==> src/rtl/separable_channel_packer_16ch.sv <==
// ---------------------------------------------------------------------------
// separable_channel_packer_16ch
//
// Converts channel-serial words into channel-parallel pixels for the
// 16-channel depthwise stage. Each valid input word is one channel of the
// current pixel, with channel 0 first. After 16 words the block emits one
// packed pixel and pulses Valid_Out for one cycle. It also counts pixels
// within a frame and flags the last pixel of every frame.
//
// Ports:
//   clk          rising-edge clock
//   rst          asynchronous active-low reset
//   Data_In      one channel word (opaque bits)
//   Valid_In     Data_In is valid this cycle
//   Sync_In      with Valid_In, marks Data_In as channel 0 of a new pixel
//   Data_Out     packed pixel; channel k at [DATA_WIDHT*(k+1)-1 : DATA_WIDHT*k]
//   Valid_Out    one-cycle pulse when Data_Out takes a new pixel
//   Frame_Done   one-cycle pulse with Valid_Out on the last pixel of a frame
//   Pixel_Count  frame index of the most recently emitted pixel
//   Align_Err    sticky; set when Sync_In arrives mid-pixel
// ---------------------------------------------------------------------------
module separable_channel_packer_16ch #(
  parameter int DATA_WIDHT = 32,
  parameter int IMG_WIDHT  = 44,
  parameter int IMG_HEIGHT = 44
) (
  input  logic                       clk,
  input  logic                       rst,
  input  logic [DATA_WIDHT-1:0]      Data_In,
  input  logic                       Valid_In,
  input  logic                       Sync_In,
  output logic [DATA_WIDHT*16-1:0]   Data_Out,
  output logic                       Valid_Out,
  output logic                       Frame_Done,
  output logic [15:0]                Pixel_Count,
  output logic                       Align_Err
);

  localparam logic [15:0] LAST_PIX = 16'(IMG_WIDHT * IMG_HEIGHT - 1);

  logic [3:0]            cnt;
  logic [DATA_WIDHT-1:0] lane [15];
  logic [15:0]           next_pix;

  // Channel 15 is never stored in a lane register. It goes straight into
  // Data_Out together with the 15 held lanes, so lane 0 can already be
  // overwritten by the next pixel in the same cycle that Valid_Out is high.
  always_ff @(posedge clk or negedge rst) begin
    if (!rst) begin
      cnt         <= '0;
      next_pix    <= '0;
      Data_Out    <= '0;
      Valid_Out   <= 1'b0;
      Frame_Done  <= 1'b0;
      Pixel_Count <= '0;
      Align_Err   <= 1'b0;
      for (int k = 0; k < 15; k++) lane[k] <= '0;
    end else begin
      Valid_Out  <= 1'b0;
      Frame_Done <= 1'b0;
      if (Valid_In) begin
        if (Sync_In && cnt != 4'd0) begin
          // A sync mid-pixel means the upstream lost alignment. Drop the
          // partial pixel and restart with this word as channel 0.
          lane[0]   <= Data_In;
          cnt       <= 4'd1;
          Align_Err <= 1'b1;
        end else if (cnt == 4'd15) begin
          for (int k = 0; k < 15; k++)
            Data_Out[k*DATA_WIDHT +: DATA_WIDHT] <= lane[k];
          Data_Out[15*DATA_WIDHT +: DATA_WIDHT] <= Data_In;
          Valid_Out   <= 1'b1;
          Pixel_Count <= next_pix;
          Frame_Done  <= (next_pix == LAST_PIX);
          next_pix    <= (next_pix == LAST_PIX) ? 16'd0 : next_pix + 16'd1;
          cnt         <= 4'd0;
        end else begin
          for (int k = 0; k < 15; k++)
            if (cnt == 4'(k)) lane[k] <= Data_In;
          cnt <= cnt + 4'd1;
        end
      end
    end
  end

endmodule

==> config.mk <==
export PLATFORM = sky130hd
export DESIGN_NAME = separable_channel_packer_16ch
export DESIGN_NICKNAME = d
export VERILOG_FILES = /design/src/rtl/separable_channel_packer_16ch.sv
export SDC_FILE = /design/constraint.sdc
export NUM_CORES = 2
export LEC_CHECK = 0
export CORE_MARGIN = 2
export CORE_UTILIZATION = 46
export CTS_CLUSTER_DIAMETER = 200
export DETAILED_ROUTE_END_ITERATION = 10
export PLACE_DENSITY = 0.72
export SYNTH_ARGS = -nofsm -noshare
export SYNTH_HDL_FRONTEND = slang
export SYNTH_SLANG_ARGS = --single-unit
export TNS_END_PERCENT = 20
==> constraint.sdc <==
create_clock -name clk -period 1.7 [get_ports clk]
set_input_delay 0.34 -clock clk [delete_from_list [all_inputs] [get_ports clk]]
set_output_delay 0.34 -clock clk [all_outputs]
set_load 0.1 [all_outputs]
After elaboration in Yosys (flattened, before gate mapping)
Index checks and enable logic that the tools add are counted.
- bitwise gates (word level): 2
- add/subtract/negate cells: 2
- reduce and logical (&&, ||, !) cells: 21
- multiplexer cells: 26
- eq/ne operators: 17
- operators with widths (kind ; count):
    $mux W32 ; 16
    $mux W480 ; 1
    $reduce_and A4 Y1 ; 14
    $eq A4 B4 Y1 const B ; 8
    $add A16 B1 Y16 const B ; 1
    $eq A16 B11 Y1 const B ; 1
    $eq A4 B3 Y1 const B ; 4
    $mux W16 ; 1
    $eq A4 B2 Y1 const B ; 2
    $mux W4 ; 2
    $mux W1 ; 6
    $reduce_and A3 Y1 ; 2
    $add A4 B1 Y4 const B ; 1
    $eq A4 B1 Y1 const B ; 1
    $logic_not A4 Y1 ; 1
    $reduce_bool A4 Y1 ; 1
    $ne A2 B2 Y1 const B ; 1
    $not A1 Y1 ; 2
    $reduce_and A2 Y1 ; 1
    $reduce_bool A2 Y1 ; 1
    $logic_and A1 B1 Y1 ; 1
- register bits after elaboration: 1031
- logic and storage cells: 90

Depth between registers and ports, before layout
- depth in word-level cells: 4
- depth in mapped cells: 9
- mapped depth without buffers: 6

Worst setup path after synthesis
Ideal clock, no wire load.
- path type: register -> register
- from: register next_pix[12]
- to: register next_pix[9]
- period minus slack after synthesis: 1874 ps
- cell stages (with the launch flop): 6
- arrival time: 1748 ps
- library setup time: 126 ps
- data required time: 1574 ps
- setup slack: -174 ps
- cell sequence: dfrtp_1 -> or4_1 -> or4_1 -> buf_6 -> a21oi_2 -> o22ai_1
- longest elaborated chain between the ends: 2
- RTL lines (what ; RTL line ; RTL):
    start: declaration ; 43 ; logic [15:0] next_pix;
    start signal: assignment ; 75 ; next_pix <= (next_pix == LAST_PIX) ? 16'd0 : next_pix + 16'd1;
    $eq A16 B11 Y1 ; 75 ;
    $mux W16 ; 75 ;
Every way passes these cells.
A chain may end at the register's enable or synchronous reset.

Worst setup path in the final report
- from: register next_pix[13]
- to: register next_pix[9]
Same word-level chain as after synthesis.

==> summary by stage <==
Yosys
The average cell area after synthesis is between 10 and 15 um^2. Of the total synthesized cell area, the portion taken by full adders, half adders and majority gates is 0.00162. Of the total synthesized cell area, the portion taken by AND, OR, NAND and NOR gates is 0.163. The Yosys warning count is 0. Measured against the total synthesized area, the mux share comes to 0.140. The cell type contributing the most total cell area after synthesis is dfrtp_1. The post-synthesis instance total is about 3,400. The area fraction of the dominant cell type after synthesis is 0.666. Summing every instance area after synthesis gives 38,700 um^2.

The sequential-to-total area share from yosys stat is 0.666. The number of nets in the synthesized netlist is 3,450. After synthesis, the netlist uses between 40 and 50 different library cells. The complex-gate fraction of the synthesized area is 0.00417. Of the total synthesized cell area, the portion taken by XOR and XNOR cells is 0.00158.

Yosys attributes the largest share of cell area to dfrtp_1 67%, nand2_1 16%, mux2_2 14%. Synthesis inferred 1,031 register bits. After synthesis, the largest family of logic cells by area is simple AND/OR/NAND/NOR gates.

Power and ir drop
The leakage power is 29.7 nW. Power spread over the standard cell area amounts to approximately 1100 nW/um^2. The worst supply voltage drop on vdd is around 700 uV.

The final total power is 0.0656 W.

Detailed routing
The detail route stage leaves a number of antenna-violating nets equal to 0. The remaining design rule violation count is 0. The via density per instance is roughly 5.4. The pre-antenna-repair detailed-routing pass consisted of 5 iterations. Dividing the detail-routed wire length by the instance count gives 23.6 um.

Summing over every cut layer, the via total after detailed routing is 28,411. The detailed router finished its first iteration with 2,363 violations. The total length of routed wires is between 100,000 and 150,000 um.

Floorplan
After floorplanning, the core was sized to cover between 80,000 and 90,000 um^2. Pin placement for this block handled 567 I/O pins. The initialized floorplan defines 106 standard-cell rows.

The overall die height is 294 um. The full die area is just under 90,000 um^2. The width of the chip is 294 um.

For this configuration, the core starts out at a cell density of 0.463.

Clocking
The number of clock buffers added by TritonCTS is 100. The clock latency of the later-clocked register in the worst-skew pair is 650 ps. The sink count of the clock tree is 1,031. Clock-pin slew was measured on the worst setup and hold paths at 60 ps. The maximum buffer depth of the clock tree is 3. The count of H-tree levels built during CTS is 3.

The cell at the root of the clock tree is clkbuf_16. The TritonCTS clock tree is built.

GRT
The overflow left after global routing is 0. Entering global routing, the biggest net connects 68 pins. The number of antenna violations at the first check in global routing came to 3. In the global route stage, overall resource usage came out at 0.286. The first global-routing pass estimated 186,000 um of wire. The number of global-route vias before repair is 29,974.

Timing
The post-route worst hold slack is approximately 240 ps. The final-report hold violation count is 0. The worst path in the final design needs a cycle of 1960 ps, including I/O delays and setup. Setup repair after global routing could not meet its margin everywhere.

The number of pins exceeding their max-slew limit in the final report came to 0. The fmax is about 510 MHz. Between clock sinks in the finished design, the worst skew comes to between 15 and 20 ps. The accumulated negative setup slack is -86,790 ps. For the pin with the worst max-slew slack, the measured transition is 760 ps. The number of setup violations in the final report is 919.

The worst slew margin relative to its limit is 0.493. Across all setup checks in the final design, the least slack found is -256 ps. Dividing the final minimum period by the clock period gives 1.15.

Final layout
The repair_antennas step left the layout with diodes totalling 0. Leaving out fill and tap cells, the most frequent cells in the layout are 1,587 x nand2_1, 1,030 x dfrtp_1, 644 x buf_12. The library cell used most frequently in the layout, excluding fill and tap cells, is nand2_1. Compared with the post-synthesis result, the final layout area differs by 50.2%. The fraction of layout cells with a size suffix above 1 is 0.350. The net count reported at finish is 4,163. With fillers left out, the area of the finished cells amounts to around 58,000 um^2.

Placed design
The weighted congestion at the end of routability-driven global placement is 0.803. The placed instances occupy a cell area of roughly 53,000 um^2. The half-perimeter wire length of the detailed placement result is 77,000 um.

The count of buffers added on input and output ports is 566.

Worst setup path
The data arrival time of the worst path is 2480 ps. The critical path is of the reg -> reg type. The slowest stage of the critical path is the or4_4 cell.

The kind of start point of the critical path is a flop. The worst stage delay on the critical path is approximately 570 ps. The number of buffers and inverters on the critical path is 2. The cell family with the largest share of critical-path delay is simple AND/OR/NAND/NOR gates.

The highest net fanout along the worst path is 7. The sort of element at the end of the critical path is a flop. The signal on the critical path passes through or4_1 -> or4_4 -> buf_8 -> nand2_4 -> buf_6 -> o22ai_2. STA puts the critical path data required time at 2230 ps.

Job
Across the run, the number of max-cap violations was 0.

Worst hold path
The tightest min-delay check is of the in -> async type.

Outcome
The checks that failed: setup timing. The run finished, with violations left.
[per-stage QoR]
step           worst slack (ps)  cells  utilization
3_3_place_gp               -545   5058        0.635
5_1_grt                    -297   5282        0.696
3_5_place_dp               -599   5058        0.635
2_1_floorplan              -172   3409            -
4_1_cts                    -235   5273        0.691
6_report                   -256   5282        0.696
[worst reg2reg max path: stages (launching register included)]
cell,delay (ps)
dfrtp_1,380
or4_1,530
or4_4,570
buf_8,170
nand2_4,60
buf_6,100
o22ai_2,50
[where the power goes]
part           leakage [nW]  switching, W  total, W  internal, W
registers              14.0       0.00239    0.0307       0.0283
clock network          1.70       0.00968    0.0233       0.0136
logic                  14.0       0.00568    0.0116      0.00588
[cell usage after synthesis]
master	n
a21oi_2	4
and2_1	3
nand2_1	1602
mux2i_1	2
nor2_1	7
o21ai_0	9
o21ai_1	3
o31ai_1	2
mux2_2	474
inv_1	6
a22o_1	1
and3_1	5
or4_1	3
o21a_1	1
o22ai_1	1
and4_1	3
buf_4	9
mux2_1	6
xor2_1	3
a21oi_1	1
ha_1	5
and3b_1	1
xnor2_1	4
nand2b_1	1
buf_2	58
nand4_1	5
a31oi_1	1
a21o_1	1
nand3_1	7
dfrtp_1	1031
a32o_1	1
nor4_1	1
nor2b_1	4
nor3_1	3
or3_1	2
clkbuf_1	112
and4_2	1
buf_6	1
buf_1	23
and4b_1	1
nor3b_1	1
[worst paths after layout]
| kind | from | endpoint | slack [ps] | cells after the start |
|---|---|---|---|---|
| max | next_pix[13] | next_pix[9] | -260 | 6 |
| min | rst | Data_Out[416] | 240 | 2 |
| max reg2reg | next_pix[13] | next_pix[9] | -260 | 6 |
| min reg2reg | lane[262] | Data_Out[198] | 450 | 2 |
| max in group asynchronous | rst | lane[53] | 600 | 3 |
| min in group clk | Data_In[31] | Data_Out[511] | 280 | 3 |
[logic make-up after synthesis]
logic type | after synthesis
AOI/OAI and AO/OA | 25
xor gates and xnor gates | 7
muxes | 482
DFF | 1031
buffers and inverters | 209
adders and majority gates | 5
and+or+nand+nor | 1650
[routing by layer]
layer / track usage / up-vias / share of wire
li1: - / 12256 / -
met2: 0.462 / 1245 / 0.49
met5: 0 / - / 0
met4: 0.120 / 0 / 0.041
met3: 0.0628 / 271 / 0.079
met1: 0.376 / 14639 / 0.39
[state kept, by name, summed over array words and instances (netlist names)]
| register | flops |
|---|---|
| Align_Err | 1 |
| Data_Out | 512 |
| Frame_Done | 1 |
| Pixel_Count | 16 |
| Valid_Out | 1 |
| cnt | 4 |
| lane | 480 |
| next_pix | 16 |
[cell type report]
| type | instances | area (um^2) |
|---|---|---|
| clock buffers | 137 | 2850 |
| flip-flops and latches | 1031 | 25800 |
| repair buffers | 814 | 14700 |
| multi-input cells | 2169 | 12800 |
| fillers | 5270 | 25400 |
| inverters | 6 | 30.0 |
| clock inverters | 45 | 578 |
| well taps | 1080 | 1350 |
[what timing repair did]
item	4_1_cts	5_1_grt
setup buffers	15	10
hold buffers	1	0
gates cloned	17	4
hold endpoints to repair	129	0
pin swaps	11	6
gates resized for setup	154	78
endpoints found under the setup margin	860	949
Note: power is estimated with default switching activity, not from simulation.
